### src/rtl/cpu_clk_ctrl.sv
// CPU clock-enable controller: halt / divided run / single-step / run-to-breakpoint, one clk_ce pulse per CPU cycle.
// cpu_ce and cyc_cnt are registered (one clk after the tick decision); no backpressure, pulses are never queued.
module cpu_clk_ctrl #(
    parameter int DIV_W  = 16,
    parameter int CNT_W  = 32,
    parameter int MODE_W = 2
) (
    input  logic              clk,
    input  logic              rst_n,
    input  logic [MODE_W-1:0] mode,
    input  logic [DIV_W-1:0]  div,
    input  logic              step_req,
    input  logic [CNT_W-1:0]  brk_cnt,
    input  logic              clr_cnt,
    output logic              cpu_ce,
    output logic [CNT_W-1:0]  cyc_cnt,
    output logic              halted,
    output logic              brk_hit
);

    localparam logic [MODE_W-1:0] MODE_HALT = MODE_W'(0);
    localparam logic [MODE_W-1:0] MODE_RUN  = MODE_W'(1);
    localparam logic [MODE_W-1:0] MODE_STEP = MODE_W'(2);
    localparam logic [MODE_W-1:0] MODE_BRK  = MODE_W'(3);

    typedef enum logic [1:0] {
        S_HALT = 2'd0,
        S_RUN  = 2'd1,
        S_STEP = 2'd2,
        S_BRK  = 2'd3
    } state_t;

    state_t              r_state;
    logic [DIV_W-1:0]    r_div_cnt;
    logic                r_step_prev;
    logic                r_cpu_ce;
    logic [CNT_W-1:0]    r_cyc_cnt;
    logic                r_brk_hit;

    logic                w_run_tick;
    logic                w_step_tick;
    logic                w_tick;
    logic                w_div_wrap;
    logic [CNT_W-1:0]    w_cyc_inc;
    logic                w_brk_now;

    // A shrunken div below the current count also lands here, wrapping without a tick.
    assign w_div_wrap  = (r_div_cnt >= div);
    assign w_run_tick  = (r_state == S_RUN) && (r_div_cnt == div);
    assign w_step_tick = (r_state == S_STEP) && step_req && !r_step_prev;
    assign w_tick      = w_run_tick || w_step_tick;
    assign w_cyc_inc   = r_cyc_cnt + CNT_W'(1);
    assign w_brk_now   = w_run_tick && (mode == MODE_BRK) && (w_cyc_inc == brk_cnt) && !clr_cnt;

    always_ff @(posedge clk or negedge rst_n) begin
        if (!rst_n) begin
            r_state     <= S_HALT;
            r_div_cnt   <= '0;
            r_step_prev <= 1'b0;
            r_cpu_ce    <= 1'b0;
            r_cyc_cnt   <= '0;
            r_brk_hit   <= 1'b0;
        end else begin
            r_step_prev <= step_req;
            r_cpu_ce    <= w_tick;

            if (clr_cnt) begin
                r_cyc_cnt <= '0;
            end else if (w_tick) begin
                r_cyc_cnt <= w_cyc_inc;
            end

            if (clr_cnt || (mode != MODE_BRK)) begin
                r_brk_hit <= 1'b0;
            end else if (w_brk_now) begin
                r_brk_hit <= 1'b1;
            end

            if ((r_state != S_RUN) || w_div_wrap) begin
                r_div_cnt <= '0;
            end else begin
                r_div_cnt <= r_div_cnt + DIV_W'(1);
            end

            // BRK is only left by a clear or by moving off the run-to-break mode.
            case (mode)
                MODE_HALT: r_state <= S_HALT;
                MODE_RUN:  r_state <= S_RUN;
                MODE_STEP: r_state <= S_STEP;
                default: begin
                    if ((r_state == S_BRK) && !clr_cnt) begin
                        r_state <= S_BRK;
                    end else if (w_brk_now) begin
                        r_state <= S_BRK;
                    end else begin
                        r_state <= S_RUN;
                    end
                end
            endcase
        end
    end

    assign cpu_ce  = r_cpu_ce;
    assign cyc_cnt = r_cyc_cnt;
    assign brk_hit = r_brk_hit;
    assign halted  = (r_state == S_HALT) || (r_state == S_BRK) ||
                     ((r_state == S_STEP) && !r_cpu_ce);

endmodule

### config.mk
export PLATFORM = sky130hd
export DESIGN_NAME = cpu_clk_ctrl
export DESIGN_NICKNAME = d
export VERILOG_FILES = /design/src/rtl/cpu_clk_ctrl.sv
export SDC_FILE = /design/constraint.sdc
export NUM_CORES = 1
export LEC_CHECK = 0
export CORE_ASPECT_RATIO = 0.9
export CORE_UTILIZATION = 45
export CTS_CLUSTER_SIZE = 14
export DETAILED_ROUTE_END_ITERATION = 10
export PLACE_DENSITY = 0.73
export SYNTH_ARGS = -nofsm -noshare
export SYNTH_HDL_FRONTEND = slang
export SYNTH_SLANG_ARGS = --single-unit
### constraint.sdc
create_clock -name clk -period 6.75 [get_ports clk]
set_clock_uncertainty 0.1 [all_clocks]
set_input_delay 2.025 -clock clk [delete_from_list [all_inputs] [get_ports clk]]
set_output_delay 2.025 -clock clk [all_outputs]
set_load 0.02 [all_outputs]
==> results by group <==
Run status
  – Outcome: finished, final reports clean

Clocking
  – # hold bufs at CTS: 0
  – Worst-Skew Late Latency: 0.31 ns
  – CTS sink cnt: 53
  – Post-CTS Resized: 0
  – Clk root buf: clkbuf_8
  – CTS max path bufs: 2
  – Clock Pin Slew Worst Setup and Hold Paths: 0.10 ns
  – CTS tree: done
  – Cts bufs inserted: 5
  – Post-CTS Setup Bufs: 0
  – H-tree depth: 2

Floorplan
  – Die H: 90.0 microns
  – Top Ports: 89
  – Die area: 0.00898 sq mm
  – Site Rows: 31
  – Initial Util: 47.3%
  – Core ar.: 0.00818 sq mm
  – Die W: 99.8 microns

Pwr
  – P_leak: 0.00205 uW
  – Switching pwr: 150 uW
  – Pwr per Cell Area: 123 mW/mm^2
  – Sw Share: 24.5%
  – Sequential Power Share: 52.8%
  – VDD IR max: 0.0871 mV
  – Comb pwr share: 14.5%
  – Clock share of power: 32.8%
  – Int Pwr: 461 uW

Timing
  – Count of pins over their slew limit: 0
  – Final hold vios: 0
  – Final min period: 4.75 ns
  – Period Utilization, post-route: 70.4%
  – Worst Tran Pin Value: 1.11 ns
  – Setup TNS: 0 ns
  – RSZ-0062 raised after global routing: no
  – Peak Freq: 0.210 GHz
  – Relative slew margins: 25.2%
  – Setup violators final: 0

Global route
  – Vias in the first global route: 3414
  – Initial antenna violation count: 0
  – Global route total overflow: 0
  – Largest net degree at the start of global routing: 54
  – First-pass GRT wire length: 16600 microns
  – Tot GR Track Use: 23.2%

Place
  – GPL Wtd Cong: 0.853
  – Post-DP HPWL: 7580 microns
  – Input/output buffers: 88

Cells and area
  – Nets: 620
  – Final design utilization: 60.6%
  – Share of cells above drive strength 1: 3.85%
  – Layout area overhead: 28.0%
  – Number of antenna diodes: 0

Yosys
  – Most frequent cell after synthesis: nor2_1
  – Mapped Cells: 462
  – Synth Net Count: 537
  – Ys Warns: 0
  – Post-Syn Area: 0.00387 sq mm
  – Ys async rst share: 100%
  – Synth area leader: dfrtp_1
  – Synth area leaders: dfrtp_1 (34%), xnor2_1 (12%), xor2_1 (7.5%), ha_1 (6.8%), nor2_1 (6.2%)
  – Post-synth top flop: dfrtp_1
  – Most frequent cells after synthesis: nor2_1 (64), dfrtp_1 (53), xnor2_1 (51)
  – Mean Syn Cell Area: 8.38 sq um
  – Seq cells post-synth: 53
  – Post-synth EDFFs: 0
  – Post-synthesis sequential area ratio: 34.2%
  – Top cell type's share of synthesized area: 34.2%
  – Synth unique cells: 43

Route
  – DRC violations left: 0
  – Via count: 3529
  – Avg WL per Cell: 14.9 microns
  – Drt initial violations: 210
  – Vias per cell: 5.34
  – Final WL: 9860 microns
  – DRT Pass-1 Iters: 4
  – Final ANT Viol Nets: 0

Worst setup path
  – Slowest CP cell: clkdlybuf4s50_1
  – Largest stage delay on the critical path: 0.45 ns
  – Worst-path maximum fanout: 16
  – Crit Path Category: input port to flip-flop
  – Critical Path Start Type: input port
  – Worst path required time: 6.84 ns
  – Worst path cell trace: clkdlybuf4s50_1 > inv_1 > ha_1 > nand4_1 > nor4_1 > a21oi_1 > buf_4 > or3_1 > or3_1 > nor2_1 > xnor2_1 > nor2_1
  – Critical Path Sink Type: flip-flop
  – CP Data Arrival Time: 4.85 ns
  – Worst Reg-to-Reg Cells: 9

Job
  – Maxcap violations: 0

Worst hold path
  – Worst hold path type: flip-flop to flip-flop
  – Hold Path Depth: 1
==> state kept, by name (all words and copies together), names as in the netlist <==
name         flops
cpu_ce           1
r_div_cnt       16
cyc_cnt         32
brk_hit          1
r_state          2
r_step_prev      1
==> final cells by class <==
cell class / count / area (sq um)
Inverter: 26 / 97.6
Timing Repair Buffer: 92 / 906
Tap cell: 115 / 144
Clock buffer: 7 / 96.3
Sequential cell: 53 / 1330
Clock inverter: 1 / 5.00
Multi-Input combinational cell: 367 / 2380
Fill cell: 734 / 3230
==> worst max-delay path: cells and delay by family <==
kind / cells / cell delay, ns
buffers and inverters: 3 / 0.69
XOR/XNOR: 1 / 0.13
AND/OR/NAND/NOR: 6 / 1.58
adder cells (fa/ha/maj): 1 / 0.28
AO/OA/AOI/OAI: 1 / 0.13
==> cells by family after synthesis <==
kind of cell               count (synthesis)  synth area share, %
AOI/OAI and AO/OA                         55                 9.14
buffers and inverters                     42                 4.23
DFF                                       53                 34.2
adders and majority gates                 21                 6.78
xor gates and xnor gates                  84                 19.0
and+or+nand+nor                          203                 25.5
muxes                                      4                 1.10
==> final timing paths <==
| kind | from | to | slack, ns |
|---|---|---|---|
| worst max-delay path | div[11] | cyc_cnt[15] | 2.00 |
| worst min-delay path | r_div_cnt[0] | r_div_cnt[0] | 0.45 |
| worst max register to register | cyc_cnt[0] | brk_hit | 3.33 |
| worst min register to register | r_div_cnt[0] | r_div_cnt[0] | 0.45 |
| max in group asynchronous | rst_n | cyc_cnt[7] | 4.36 |
| min in group asynchronous | rst_n | cyc_cnt[29] | 1.72 |
==> layout by cell type (no fill, tap or decap), types with 7 or more instances in the layout <==
cell type	synthesis	final
a21oi_1	14	14
clkbuf_8	0	7
nor4_1	7	7
clkdlybuf4s50_1	0	87
or3_1	13	13
xnor2_1	51	51
nor2_1	64	64
and3_1	8	8
nand2_1	49	49
ha_1	21	21
inv_1	26	26
nand4_1	16	16
nand3_1	17	17
dfrtp_1	53	53
o21ai_0	15	15
xor2_1	33	33
nor3_1	9	9
==> routing by layer <==
| metal | track usage (%) | vias to the layer above | share of wire [%] | wire [microns] |
|---|---|---|---|---|
| li1 | - | 1732 | - | - |
| met1 | 33.1 | 1685 | 46 | 4580 |
| met2 | 36.0 | 97 | 46 | 4520 |
| met3 | 3.73 | 15 | 5.9 | 583 |
| met4 | 6.62 | 0 | 1.8 | 175 |
| met5 | 0 | - | 0 | 0 |
==> through the flow <==
stage                     power, uW  hold WS [ns]  setup slack, ns  area, sq um  instances
after detailed placement        417         0.426             1.66         4860        653
after global placement          415         0.416             1.74         4860        653
final                           610         0.449             2.00         4960        661
after floorplan                 365         0.372             2.55         3870        462
after CTS                       616         0.440             1.97         4960        661
after global routing            636         0.475             1.82         4960        661
==> power by group through the flow <==
| stage | combinational, uW | sequential, uW | clock (uW) |
|---|---|---|---|
| after floorplan | 36.7 | 328 | 0 |
| after global placement | 87.0 | 328 | 0 |
| after detailed placement | 88.7 | 328 | 0 |
| after CTS | 89.5 | 322 | 205 |
| after global routing | 97.5 | 323 | 216 |
| final | 88.4 | 322 | 200 |
Power figures use the tool's default switching activity.
